--- src/rtl/mccu_wait_if.sv ---
// Control-unit bundle between the mccu_wait FSM and the multicycle datapath:
// decode fields and memory handshake in, mux selects and register enables out.
interface mccu_wait_if #(
    parameter int PCSRC_W = 3
) ();
    logic [5:0]         op;
    logic [5:0]         func;
    logic               z;
    logic               mem_ready;
    logic               mem_req;
    logic               wpc;
    logic               wir;
    logic               wmem;
    logic               wreg;
    logic               iord;
    logic               regrt;
    logic               m2reg;
    logic               shift;
    logic               alusrca;
    logic               jal;
    logic               sext;
    logic [3:0]         aluc;
    logic [1:0]         alusrcb;
    logic [PCSRC_W-1:0] pcsource;
    logic               wepc;
    logic [1:0]         cause;
    logic [2:0]         state;

    modport master (
        input  op, func, z, mem_ready,
        output mem_req, wpc, wir, wmem, wreg, iord, regrt, m2reg, shift,
               alusrca, jal, sext, aluc, alusrcb, pcsource, wepc, cause, state
    );

    modport slave (
        output op, func, z, mem_ready,
        input  mem_req, wpc, wir, wmem, wreg, iord, regrt, m2reg, shift,
               alusrca, jal, sext, aluc, alusrcb, pcsource, wepc, cause, state
    );
endinterface

--- src/rtl/mccu_wait.sv ---
// Multicycle MIPS control FSM with a waitable memory handshake, a bus-timeout
// counter and a one-cycle exception state that vectors the PC and saves EPC/cause.
module mccu_wait #(
    parameter int TIMEOUT = 15,
    parameter int CNT_W   = 4,
    parameter int PCSRC_W = 3
) (
    input  logic        clock,
    input  logic        resetn,
    mccu_wait_if.master bus
);
    typedef enum logic [2:0] {
        ST_IF  = 3'd0,
        ST_ID  = 3'd1,
        ST_EXE = 3'd2,
        ST_MEM = 3'd3,
        ST_WB  = 3'd4,
        ST_EXC = 3'd5
    } state_t;

    localparam logic [1:0] CAUSE_NONE  = 2'd0;
    localparam logic [1:0] CAUSE_UNDEF = 2'd1;
    localparam logic [1:0] CAUSE_BUS   = 2'd2;

    state_t           state_q, next_state;
    logic [CNT_W-1:0] cnt_q;
    logic [1:0]       cause_q, next_cause;
    logic             timed_out;

    logic       is_lw, is_sw, is_beq, is_bne, is_j, is_jal, is_jr, is_jalr;
    logic       is_shift, is_imm, is_limm, is_undef;
    logic [3:0] alu_op;

    always_comb begin
        {is_lw, is_sw, is_beq, is_bne, is_j, is_jal, is_jr, is_jalr} = '0;
        {is_shift, is_imm, is_limm, is_undef} = '0;
        alu_op = 4'b0000;
        case (bus.op)
            6'b000000: begin
                case (bus.func)
                    6'b100000: alu_op = 4'b0000;
                    6'b100010: alu_op = 4'b0100;
                    6'b100100: alu_op = 4'b0001;
                    6'b100101: alu_op = 4'b0101;
                    6'b100110: alu_op = 4'b0010;
                    6'b100111: alu_op = 4'b1101;
                    6'b101010: alu_op = 4'b1000;
                    6'b000000: begin alu_op = 4'b0011; is_shift = 1'b1; end
                    6'b000010: begin alu_op = 4'b0111; is_shift = 1'b1; end
                    6'b000011: begin alu_op = 4'b1111; is_shift = 1'b1; end
                    6'b001000: is_jr   = 1'b1;
                    6'b001001: is_jalr = 1'b1;
                    default:   is_undef = 1'b1;
                endcase
            end
            6'b001000: begin alu_op = 4'b0000; is_imm = 1'b1; end
            6'b001100: begin alu_op = 4'b0001; is_imm = 1'b1; is_limm = 1'b1; end
            6'b001101: begin alu_op = 4'b0101; is_imm = 1'b1; is_limm = 1'b1; end
            6'b001110: begin alu_op = 4'b0010; is_imm = 1'b1; is_limm = 1'b1; end
            6'b001111: begin alu_op = 4'b0110; is_imm = 1'b1; end
            6'b001010: begin alu_op = 4'b1000; is_imm = 1'b1; end
            6'b100011: is_lw = 1'b1;
            6'b101011: is_sw = 1'b1;
            6'b000100: begin alu_op = 4'b0010; is_beq = 1'b1; end
            6'b000101: begin alu_op = 4'b0010; is_bne = 1'b1; end
            6'b000010: is_j   = 1'b1;
            6'b000011: is_jal = 1'b1;
            default:   is_undef = 1'b1;
        endcase
    end

    // Ready in the same cycle the counter hits TIMEOUT still completes the access.
    assign timed_out = (cnt_q == CNT_W'(TIMEOUT)) && !bus.mem_ready;

    // resetn is active-high, so all controls sit at their defaults while it is asserted.
    always_comb begin
        bus.mem_req  = 1'b0;
        bus.wpc      = 1'b0;
        bus.wir      = 1'b0;
        bus.wmem     = 1'b0;
        bus.wreg     = 1'b0;
        bus.iord     = 1'b0;
        bus.regrt    = 1'b0;
        bus.m2reg    = 1'b0;
        bus.shift    = 1'b0;
        bus.alusrca  = 1'b0;
        bus.jal      = 1'b0;
        bus.sext     = 1'b1;
        bus.aluc     = 4'b0000;
        bus.alusrcb  = 2'd0;
        bus.pcsource = PCSRC_W'(0);
        bus.wepc     = 1'b0;
        bus.cause    = CAUSE_NONE;
        bus.state    = state_q;
        next_state   = ST_IF;
        next_cause   = cause_q;
        if (!resetn) begin
            case (state_q)
                ST_IF: begin
                    bus.mem_req = 1'b1;
                    bus.alusrca = 1'b1;
                    bus.alusrcb = 2'd1;
                    if (bus.mem_ready) begin
                        bus.wpc    = 1'b1;
                        bus.wir    = 1'b1;
                        next_state = ST_ID;
                    end else if (timed_out) begin
                        next_state = ST_EXC;
                        next_cause = CAUSE_BUS;
                    end else begin
                        next_state = ST_IF;
                    end
                end
                ST_ID: begin
                    if (is_undef) begin
                        next_state = ST_EXC;
                        next_cause = CAUSE_UNDEF;
                    end else if (is_j || is_jal) begin
                        bus.pcsource = PCSRC_W'(3);
                        bus.wpc      = 1'b1;
                        bus.jal      = is_jal;
                        bus.wreg     = is_jal;
                    end else if (is_jr || is_jalr) begin
                        bus.pcsource = PCSRC_W'(2);
                        bus.wpc      = 1'b1;
                        bus.jal      = is_jalr;
                        bus.wreg     = is_jalr;
                    end else begin
                        bus.alusrca = 1'b1;
                        bus.alusrcb = 2'd3;
                        next_state  = ST_EXE;
                    end
                end
                ST_EXE: begin
                    bus.aluc = alu_op;
                    if (is_beq || is_bne) begin
                        bus.pcsource = PCSRC_W'(1);
                        bus.wpc      = (is_beq && bus.z) || (is_bne && !bus.z);
                    end else if (is_lw || is_sw) begin
                        bus.alusrcb = 2'd2;
                        next_state  = ST_MEM;
                    end else begin
                        bus.shift = is_shift;
                        if (is_imm) bus.alusrcb = 2'd2;
                        bus.sext   = !is_limm;
                        next_state = ST_WB;
                    end
                end
                ST_MEM: begin
                    bus.mem_req = 1'b1;
                    bus.iord    = 1'b1;
                    bus.wmem    = is_sw;
                    if (bus.mem_ready) begin
                        next_state = is_sw ? ST_IF : ST_WB;
                    end else if (timed_out) begin
                        next_state = ST_EXC;
                        next_cause = CAUSE_BUS;
                    end else begin
                        next_state = ST_MEM;
                    end
                end
                ST_WB: begin
                    bus.wreg  = 1'b1;
                    bus.m2reg = is_lw;
                    bus.regrt = is_lw || is_imm;
                end
                ST_EXC: begin
                    bus.wepc     = 1'b1;
                    bus.cause    = cause_q;
                    bus.pcsource = PCSRC_W'(4);
                    bus.wpc      = 1'b1;
                end
                default: next_state = ST_IF;
            endcase
        end
    end

    // The wait counter restarts on any state change and saturates instead of wrapping.
    always_ff @(posedge clock) begin
        if (resetn) begin
            state_q <= ST_IF;
            cnt_q   <= '0;
            cause_q <= CAUSE_NONE;
        end else begin
            state_q <= next_state;
            cause_q <= next_cause;
            if (next_state != state_q) begin
                cnt_q <= '0;
            end else if (cnt_q != {CNT_W{1'b1}}) begin
                cnt_q <= cnt_q + CNT_W'(1);
            end
        end
    end
endmodule

--- src/flat_wrapper.sv ---
// flat-port wrapper written by rule: the top's interface ports become plain ports
module mccu_wait_flat 
#(
    parameter int TIMEOUT = 15,
    parameter int CNT_W   = 4,
    parameter int PCSRC_W = 3
)
  (clock, resetn, bus_op, bus_func, bus_z, bus_mem_ready, bus_mem_req, bus_wpc, bus_wir, bus_wmem, bus_wreg, bus_iord, bus_regrt, bus_m2reg, bus_shift, bus_alusrca, bus_jal, bus_sext, bus_aluc, bus_alusrcb, bus_pcsource, bus_wepc, bus_cause, bus_state);
  mccu_wait_if #(.PCSRC_W(PCSRC_W)) bus_i ();
  input  logic clock;
  input  logic resetn;
  input wire logic [$bits(bus_i.op)-1:0] bus_op;
  input wire logic [$bits(bus_i.func)-1:0] bus_func;
  input wire logic [$bits(bus_i.z)-1:0] bus_z;
  input wire logic [$bits(bus_i.mem_ready)-1:0] bus_mem_ready;
  output wire logic [$bits(bus_i.mem_req)-1:0] bus_mem_req;
  output wire logic [$bits(bus_i.wpc)-1:0] bus_wpc;
  output wire logic [$bits(bus_i.wir)-1:0] bus_wir;
  output wire logic [$bits(bus_i.wmem)-1:0] bus_wmem;
  output wire logic [$bits(bus_i.wreg)-1:0] bus_wreg;
  output wire logic [$bits(bus_i.iord)-1:0] bus_iord;
  output wire logic [$bits(bus_i.regrt)-1:0] bus_regrt;
  output wire logic [$bits(bus_i.m2reg)-1:0] bus_m2reg;
  output wire logic [$bits(bus_i.shift)-1:0] bus_shift;
  output wire logic [$bits(bus_i.alusrca)-1:0] bus_alusrca;
  output wire logic [$bits(bus_i.jal)-1:0] bus_jal;
  output wire logic [$bits(bus_i.sext)-1:0] bus_sext;
  output wire logic [$bits(bus_i.aluc)-1:0] bus_aluc;
  output wire logic [$bits(bus_i.alusrcb)-1:0] bus_alusrcb;
  output wire logic [$bits(bus_i.pcsource)-1:0] bus_pcsource;
  output wire logic [$bits(bus_i.wepc)-1:0] bus_wepc;
  output wire logic [$bits(bus_i.cause)-1:0] bus_cause;
  output wire logic [$bits(bus_i.state)-1:0] bus_state;
  assign bus_i.op = bus_op;
  assign bus_i.func = bus_func;
  assign bus_i.z = bus_z;
  assign bus_i.mem_ready = bus_mem_ready;
  assign bus_mem_req = bus_i.mem_req;
  assign bus_wpc = bus_i.wpc;
  assign bus_wir = bus_i.wir;
  assign bus_wmem = bus_i.wmem;
  assign bus_wreg = bus_i.wreg;
  assign bus_iord = bus_i.iord;
  assign bus_regrt = bus_i.regrt;
  assign bus_m2reg = bus_i.m2reg;
  assign bus_shift = bus_i.shift;
  assign bus_alusrca = bus_i.alusrca;
  assign bus_jal = bus_i.jal;
  assign bus_sext = bus_i.sext;
  assign bus_aluc = bus_i.aluc;
  assign bus_alusrcb = bus_i.alusrcb;
  assign bus_pcsource = bus_i.pcsource;
  assign bus_wepc = bus_i.wepc;
  assign bus_cause = bus_i.cause;
  assign bus_state = bus_i.state;
  mccu_wait #(.TIMEOUT(TIMEOUT), .CNT_W(CNT_W), .PCSRC_W(PCSRC_W)) u_core (.clock(clock), .resetn(resetn), .bus(bus_i));
endmodule
--- config.mk ---
export PLATFORM = sky130hd
export DESIGN_NAME = mccu_wait_flat
export DESIGN_NICKNAME = d
export VERILOG_FILES = /design/src/rtl/mccu_wait_if.sv /design/src/rtl/mccu_wait.sv /design/src/flat_wrapper.sv
export SDC_FILE = /design/constraint.sdc
export NUM_CORES = 1
export LEC_CHECK = 0
export ABC_AREA = 1
export CAP_MARGIN = 20
export CORE_MARGIN = 2
export CORE_UTILIZATION = 45
export DETAILED_ROUTE_END_ITERATION = 8
export PLACE_DENSITY = 0.89
export REMOVE_ABC_BUFFERS = 1
export SYNTH_ARGS = -nofsm -noshare
export SYNTH_HDL_FRONTEND = slang
export SYNTH_SLANG_ARGS = --single-unit
export TNS_END_PERCENT = 20
--- constraint.sdc ---
create_clock -name clock -period 1.6 [get_ports clock]
set_input_delay 0.24 -clock clock [delete_from_list [all_inputs] [get_ports clock]]
set_output_delay 0.24 -clock clock [all_outputs]
set_load 0.02 [all_outputs]
# Word level (Yosys, flattened, before mapping)
# Cells that the tools add are included.
[word_totals] register_bits=9 latch_bits=0 mem_bits_rw=0 rom_bits=0 input_bits=16 output_inout_bits=27 word_cells=156 mem_count=0
[op_classes] add_sub_neg=1 multipliers=0 div=0 order_cmp=0 n_eq_ne=34 shift=0 n_mux=93 n_bitwise=0 n_reduce_logical=25
[ops] operator="$eq A6 B6 Y1 const B" count=9
[ops] operator="$mux W1" count=54
[ops] operator="$eq A6 B4 Y1 const B" count=8
[ops] operator="$mux W3" count=13
[ops] operator="$pmux W4 S9" count=1
[ops] operator="$mux W2" count=14
[ops] operator="$eq A6 B2 Y1 const B" count=4
[ops] operator="$pmux W4 S6" count=1
[ops] operator="$reduce_or A12 Y1" count=2
[ops] operator="$eq A6 B3 Y1 const B" count=2
[ops] operator="$logic_not A6 Y1" count=2
[ops] operator="$pmux W3 S4" count=1
[ops] operator="$pmux W3 S3" count=1
[ops] operator="$reduce_or A3 Y1" count=3
[ops] operator="$mux W4" count=2
[ops] operator="$eq A3 B2 Y1 const B" count=2
[ops] operator="$eq A3 B3 Y1 const B" count=2
[ops] operator="$logic_or A1 B1 Y1" count=6
[ops] operator="$pmux W1 S2" count=3
[ops] operator="$pmux W2 S3" count=1
[ops] operator="$reduce_or A6 Y1" count=1
[ops] operator="$add A4 B1 Y4 const B" count=1
[ops] operator="$eq A4 B4 Y1 const B" count=1
[ops] operator="$ne A2 B1 Y1 const B" count=2
[ops] operator="other kinds (12)" count=17

# Logic depth before layout (Yosys ltp)
# Gate-level depths: netlist (run 1).
[depth] ltp_word=11 ltp_mapped=14 depth_no_buf=14

# Worst setup path after synthesis (run 1)
# OpenSTA, ideal clock, no wires.
[synth_timing] kind="flip-flop to output port" start="register u_core.state_q[0], in the netlist u_core.bus.state[0]" end="output port bus_wreg" arrival_time_ns=1.737 required_time_ns=1.360 slack_ns=-0.377 stages_incl_launch_ff=7 path_buffers=0 path_cell_list="dfxtp_1 inv_2 or2_1 nor2_4 nand2_1 a2111oi_4 nand2b_1"
[synth_between] elab_chain_cells=3 word_cells_on_any_way=4
[synth_lines] item="from (decl)" line_no="mccu_wait.sv:25" text="state_t state_q, next_state;"
[synth_lines] item="from (signal assigned)" line_no="mccu_wait.sv:185" text="state_q <= next_state;"
[synth_lines] item="$eq A3 B3 Y1 or $eq A3 B1 Y1 (tied branches)" line_no="mccu_wait.sv:98" text="case (state_q)"
[synth_lines] item="$pmux W1 S2 *" line_no="mccu_wait.sv:98"
[synth_lines] item="$mux W1 *" line_no="mccu_wait.sv:97" text="if (!resetn) begin"
[synth_lines] item="to (decl)" line_no="flat_wrapper.sv:20" text="output wire logic [$bits(bus_i.wreg)-1:0] bus_wreg;"
# Mark *: on every way between the ends. The rest lies on a longest branch, timed or not.

# Worst setup path after layout (run 1)
[layout_timing] start="input port bus_op[1]" end="register u_core.cnt_q[2]"
[layout_between] elab_chain_cells=10 word_cells_on_any_way=38
[layout_lines] item="from (decl)" line_no="flat_wrapper.sv:12" text="input wire logic [$bits(bus_i.op)-1:0] bus_op;"
[layout_lines] item="parallel branches: the longest is 6 deep, another holds $reduce_or A12 Y1"
[layout_lines] item="$pmux W3 S4 *" line_no="mccu_wait.sv:98"
[layout_lines] item="$mux W3 *" line_no="mccu_wait.sv:97"
[layout_lines] item="$ne A3 B3 Y1 *" line_no="mccu_wait.sv:187" text="if (next_state != state_q) begin"
[layout_lines] item="$reduce_or A2 Y1 (no line) *"
[layout_lines] item="to (signal assigned)" line_no="mccu_wait.sv:190" text="cnt_q <= cnt_q + CNT_W'(1);"
[layout_lines] item="to (decl)" line_no="mccu_wait.sv:26" text="logic [CNT_W-1:0] cnt_q;"
# Mark *: on every way between the ends.
# A chain may end at the register's enable or synchronous reset.

==> results of run 1 <==
## metrics by stage
| stage | instance area, µm² | TNS [ns] |
|---|---|---|
| after global routing | 2430 | -9.17 |
| after floorplan | 1180 | -1.44 |
| after detailed placement | 2100 | -21.43 |
| after global placement | 2100 | -20.09 |
| final | 2430 | -8.67 |
| after CTS | 2260 | -2.24 |
## registers in the layout, summed over array words and instances (netlist names)
register / count
u_core.bus.state: 3
u_core.cnt_q: 4
u_core.cause_q: 2
## worst max-delay path by stage
stage,startpoint,end,slack (ns)
finish,bus_op[1],u_core.cnt_q[2],-0.47
global placement,bus_op[2],bus_wreg,-0.93
detailed placement,bus_op[2],bus_wreg,-1.02
CTS,u_core.bus.state[0],bus_wreg,-0.27
global route,u_core.bus.state[2],bus_wpc,-0.49
floorplan,u_core.bus.state[0],bus_wreg,-0.38
## worst max-delay path: cells and delay by family
kind | cells | cell delay, ns
buffers and inverters | 4 | 0.70
and+or+nand+nor | 12 | 1.34
## cell type report
cell class,instances,area (µm²),share of cell area (%)
clock buffer,4,26.3,1.08
inverter,32,120,4.95
sequential,9,184,7.58
multi-input combinational,153,1110,45.7
tap,30,37.5,1.55
timing repair buffer,120,950,39.1
## layer usage
| metal | track usage [%] | vias to the layer above |
|---|---|---|
| li1 | - | 884 |
| met1 | 44.7 | 1029 |
| met2 | 67.0 | 353 |
| met3 | 8.37 | 155 |
| met4 | 14.3 | 0 |
| met5 | 0 | - |
## power breakdown
part / total (mW) / internal [mW] / switching (mW)
logic: 0.695 / 0.289 / 0.406
registers: 0.257 / 0.241 / 0.0155
clock network: 0.197 / 0.0968 / 0.100
## kinds of logic (layout without fill, tap and decap cells)
family          Yosys count  after routing  share of synthesized area (%)
fa+ha+maj                 1              1                           1.04
flops                     9              9                           15.0
compound gates           30             30                           16.5
xor+xnor                  2              2                           1.45
buf+inv                  36            156                           12.2
simple gates            119            119                           53.1
mux                       1              1                          0.831
## cell usage after synthesis, types with 2 or more instances
library cell,count
nor2_1,33
nand2_1,28
inv_1,25
nand3_1,14
a21oi_1,13
nor2_2,12
dfxtp_1,9
nand2_2,8
inv_2,7
o21ai_0,7
nand3_2,5
nor2_4,4
nand4_1,3
nor3_1,3
a22oi_1,2
clkbuf_1,2
nand2_4,2
nor4_1,2
xor2_1,2
## timing repair
item | 4_1_cts | 5_1_grt
gates resized for setup | 184 | 46
setup buffers | 8 | 8
pin swaps | 14 | 16
endpoints found under the setup margin | 33 | 33
==> impl_results.md, run 1 <==
- Final Cycle Share: 129%
- HP Class: reg2reg
- IO Count: 43
- Metal3 WL: 1.20 mm
- CTS clk-pin slew, worst paths: 0.08 ns
- Post-layout nets: between 300 and 400
- Die Width: 55.7 µm
- Fmax: between 400 and 500 MHz
- Least-Margin Pin Slew: about 0.37 ns
- Die area: ~0.0031 mm²
- Antenna-violating nets left: 0
- Synth-to-Final Area Change: 101%
- WL final: between 8 and 9 mm
- Hold path start: u_core.cause_q[1]
- Core ar.: around 0.0025 mm²
- Highest net fanout along the worst path: 7
- Outcome: complete, but fails checks
- Fillcell total: 47
- Post-route DRC: 0
- Vias in the first global route: 1954
- Post-synth top area share: about 15%
- WL met2: around 3.7 mm
- Post-synth EDFFs: 0
- Req. time, crit path: roughly 1.8 ns
- Power Density: 473 mW/mm²
- Worst path max stage delay: 0.28 ns
- Max-Cap Viols: 0
- FF-to-FF End: u_core.cnt_q[2]
- Placed wire-length estimate: approximately 3.5 mm
- Average wire per standard cell: roughly 25 µm
- First-pass GRT wire length: just over 9 mm
- Overall routing resource usage: 38.1%
- Commonest non-fill, non-tap cells in the layout: 85 x buf_4, 24 x inv_1, 23 x nand2_1, 20 x nor2_1, 15 x nor2_4
- Hold_ws: about 0.55 ns
- Hold Path Depth: 2
- Most used flip-flop cell after synthesis: dfxtp_1
- Clock buffer depth: 2
- Asr flop ratio synth: 0%
- Row Count: 18
- Initial antenna violation count: 0
- Setup Skew: between 0.01 and 0.015 ns
- Pre-CTS setup slack: -1.02 ns
- Largest net degree at the start of global routing: 11
- Post-Synthesis Cells: ~200
- Seq cells post-synth: 9
- Setup CP Type: in2reg
- # hold bufs at CTS: 0
- Path depth of the worst reg2reg path: 11
- Worst setup margin: -0.469 ns
- Proportion of layout cells with a drive suffix above 1: 62.6%
- DRT iter0 DRCs: approximately 480
- Max layer used: met4
- Worst reg2reg setup slack: -0.36 ns
- CTS tree: yes
- Chip height: 55.7 µm
- Count of final setup violators: 34
- WP data arrival: about 2.3 ns
- Max IR drop VDD: ~0.0008 V
- Relative slew slack: between 70% and 80%
- Finished Core Util: ~100%
- Port Buf Inserts: between 40 and 50
- Initial Util: about half
- Placed insts: 328
- Via/cell ratio: 6.96
- CTS H-tree depth: 1
- GPL Wtd Cong: between 0.9 and 1
- Synth unique cells: 36
- R2R Path Start: u_core.bus.state[1]
- CTS Root Cell: clkbuf_4
- Finished Layout Cells: ~350
- Failing checks: setup timing
- Hold endpoint: u_core.cause_q[1]
- GRT overflow: 0
- Fin crit period: between 2 and 2.5 ns
- Detailed-route via count: 2421
- P_leak: between 1 and 1.5 nW
- Crit-path cells: clkdlybuf4s18_2, inv_2, nor2_2, nand3_4, nand2_4, nor2_4, nand2_4, buf_4, buf_4, nand2_2, nand2_4, nand2_1, nand2_1, nand2_1, nand3_2, nor2_1
- Total power: 1.15 mW
- Num Clock Sinks: 9
- Drt pass-1 iters: 9
- Slew Viols, Final: 0
- Final Hold Viols: 0
- Worst Setup Start Kind: primary input
- Wire length on met1: 2.72 mm
- Clock Latency Late Sink: between 0.2 and 0.3 ns
- CP endpoint kind: flop
- CTS Buf Count: 3
- YS warnings: 0
- Sequential area share after synthesis: roughly 15%
- Unrepaired setup endpoints after global routing: yes
- Commonest non-fill, non-tap cell in the layout: buf_4
- Synthesized area: between 0.001 and 0.0015 mm²
- Slowest CP cell: clkdlybuf4s18_2
- Mapped Avg Cell Area: 6.09 µm²
- Post-synth top area cell: dfxtp_1
- Synth area leaders: dfxtp_1 15%, nor2_1 10%, nand2_1 8.7%
- Antenna diodes: 0
(Power assumes the default switching activity.)
==> inputs of run 2 (changes only) <==
--- a/config.mk
+++ b/config.mk
@@ -12,6 +12,7 @@
 export DETAILED_ROUTE_END_ITERATION = 8
 export PLACE_DENSITY = 0.89
 export REMOVE_ABC_BUFFERS = 1
+export SKIP_LAST_GASP = 1
 export SYNTH_ARGS = -nofsm -noshare
 export SYNTH_HDL_FRONTEND = slang
 export SYNTH_SLANG_ARGS = --single-unit
==> run 2 against run 1 <==
Compared with the run above:
- the flow still finishes with violations (setup timing)
- sequential share of layout area rose by 0.083 points
- clock-buffer cell count did not move
- global-route usage rose by 2.5 points
- non-clock buffer count did not move
- register-to-register slack got worse by 0.11 ns
- critical path type is now reg2out
- via count fell by 7.5%
- critical endpoint is now bus_wir
- cell count did not move
- flip-flop and latch count did not move
- fmax fell by 3.0%
- die area did not move
==> impl_results.md, run 2 (same netlist as run 1, synthesis figures left out) <==
- Slowest CP cell: clkdlybuf4s15_1
- Setup CP Type: reg2out
- Worst Setup Start Kind: flop
- Final Cycle Share: 133% (+4.0 points)
- Commonest non-fill, non-tap cells in the layout: 78 x buf_4, 26 x nand2_1, 25 x nor2_1, 23 x inv_1, 13 x nor2_4
- Fin area: 0.00238 mm² (-1.8%)
- WP data arrival: 1.89 ns (-0.38 ns)
- Worst setup margin: -0.534 ns (-0.0648 ns)
- Crit-path cells: buf_4, nor2_1, nand2_1, buf_4, nor3_1, clkdlybuf4s15_1
- Max reg flops: 4 (unchanged)
- Drt pass-1 iters: 7 (-2)
- GPL Wtd Cong: 0.936 (unchanged)
- Initial Util: 48.2% (unchanged)
- Fillcell total: 69 (+47%)
- P_leak: 1.18 nW (-1.6%)
- Fin crit period: 2.13 ns (+0.0648 ns)
- Core ar.: 0.00250 mm² (unchanged)
- Setup_tns: -10.12 ns (-1.45 ns)
- IO Count: 43 (unchanged)
- Multi-input gate area: 0.00104 mm² (-6.3%)
- Biggest register: u_core.cnt_q
- Clock Latency Late Sink: 0.29 ns (about the same)
- CTS H-tree depth: 1 (unchanged)
- Largest net degree at the start of global routing: 11 (unchanged)
- Least-Margin Pin Slew: 0.396 ns (+0.0284 ns)
- Antenna-violating nets left: 0 (unchanged)
- Antenna diodes: 0 (unchanged)
- DRT iter0 DRCs: 262 (-46%)
- Placed wire-length estimate: 3.47 mm (unchanged)
- Highest net fanout along the worst path: 6 (-1)
- Num Clock Sinks: 9 (unchanged)
- CTS Buf Count: 3 (unchanged)
- Via/cell ratio: 6.43 (-7.5%)
- Vias in the first global route: 2013 (+3.0%)
- Clock buffer depth: 2 (unchanged)
- WL final: 7.84 mm (-9.6%)
- Commonest non-fill, non-tap cell in the layout: buf_4
- Port Buf Inserts: 42 (unchanged)
- GR Util met1: 44.8% (+0.093 points)
- Finished Layout Cells: 348 (unchanged)
- Met2 usage: 68.4% (+1.4 points)
- Finished Core Util: 95.4% (-1.7 points)
- Post-layout nets: 336 (unchanged)
- Final Hold Viols: 0 (unchanged)
- GR peak layer: met2
- Worst path max stage delay: 0.36 ns (+0.08 ns)
- Chip height: 55.7 µm (unchanged)
- Row Count: 18 (unchanged)
- Placed insts: 328 (unchanged)
- Cell mode on critical path: buf_4
- Die Width: 55.7 µm (unchanged)
- CTS Root Cell: clkbuf_4
- Unrepaired setup endpoints after global routing: yes
- Average wire per standard cell: 22.5 µm (-9.6%)
- Relative slew slack: 73.6% (-1.6 points)
- Die area: 0.00311 mm² (unchanged)
- Total power: 1.10 mW (-3.9%)
- GRT overflow: 0 (unchanged)
- Detailed-route via count: 2239 (-7.5%)
- Outcome: complete, but fails checks
- Fmax: 469 MHz (-3.0%)
- Post-route DRC: 0 (unchanged)
- Req. time, crit path: 1.36 ns (-0.44 ns)
- Synth-to-Final Area Change: 97.9%
- CTS clk-pin slew, worst paths: 0.08 ns (about the same)
- Count of final setup violators: 34 (unchanged)
- First-pass GRT wire length: 9.76 mm (+4.7%)
- Max-Cap Viols: 0 (unchanged)
- Overall routing resource usage: 40.6% (+2.5 points)
- Power Density: 463 mW/mm² (-2.2%)
- CP endpoint kind: output port
- Failing checks: setup timing
- # hold bufs at CTS: 0 (unchanged)
- Slew Viols, Final: 0 (unchanged)
- Max IR drop VDD: 0.000782 V (about the same)
- CTS tree: yes
- Placed inst area: 0.00210 mm² (unchanged)
- Buf/Inv on CP: 3 (-1)
- Initial antenna violation count: 0 (unchanged)
- Proportion of layout cells with a drive suffix above 1: 54.1% (-8.5 points)
- Routing usage on met3: 10.7% (+2.3 points)
- HP Class: reg2reg
- Register Area: 183 µm² (-0.68%)
- Setup Skew: 0.0169 ns (+0.00271 ns)
- Largest delay share family, worst path: buffers and inverters
## run 2: report_power, final
group	switching, mW	internal (mW)	leakage, nW
sequential	0.0131	0.241	0.0741
combinational	0.377	0.274	1.09
clock	0.102	0.0968	0.0150
total	0.492	0.612	1.18
## run 2: per-stage QoR
stage	hold WS, ns	setup slack, ns
after floorplan	0.309	-0.377
after global placement	0.477	-0.934
after detailed placement	0.505	-1.02
after CTS	0.518	-0.272
after global routing	0.592	-0.581
final	0.561	-0.534
## run 2: worst reg2reg max path: cells and delay by family, from the launching register on
kind,cells,cell delay [ns]
flops,1,0.36
simple gates,7,1.25
buf+inv,3,0.38
## run 2: path summary, 6_finish.rpt
check	startpoint	cells after the start	to	slack (ns)
setup / recovery	u_core.bus.state[1]	6	bus_wir	-0.53
hold / removal	u_core.cause_q[1]	2	u_core.cause_q[1]	0.56
setup reg to reg	u_core.bus.state[2]	10	u_core.cnt_q[1]	-0.47
hold reg to reg	u_core.cause_q[1]	2	u_core.cause_q[1]	0.56
## run 2: routing by layer
metal	routed length, µm	up-vias	part of all wire (%)
li1	-	886	-
met1	2600	1015	33
met2	3360	243	43
met3	988	95	13
met4	891	0	11
met5	0	-	0
## run 2: cell type report
| class | count | area share [%] |
|---|---|---|
| timing repair buffer | 120 | 41.0 |
| multi-input combinational | 153 | 43.6 |
| sequential | 9 | 7.66 |
| tap | 30 | 1.57 |
| clock buffer | 4 | 1.10 |
| inverter | 32 | 5.04 |
## run 2: what timing repair did
item / in CTS / in global routing
endpoints found under the setup margin: 33 / 34
buffers inserted: 8 / 8
resized for setup: 137 / 29
pin swaps: 14 / 6
==> inputs of run 3 (changes only) <==
--- a/config.mk
+++ b/config.mk
@@ -9,6 +9,7 @@
 export CAP_MARGIN = 20
 export CORE_MARGIN = 2
 export CORE_UTILIZATION = 45
+export CTS_CLUSTER_DIAMETER = 30
 export DETAILED_ROUTE_END_ITERATION = 8
 export PLACE_DENSITY = 0.89
 export REMOVE_ABC_BUFFERS = 1
==> results of run 3 <==
Same layout as run 2: the final DEF is identical, and so are final timing and power.
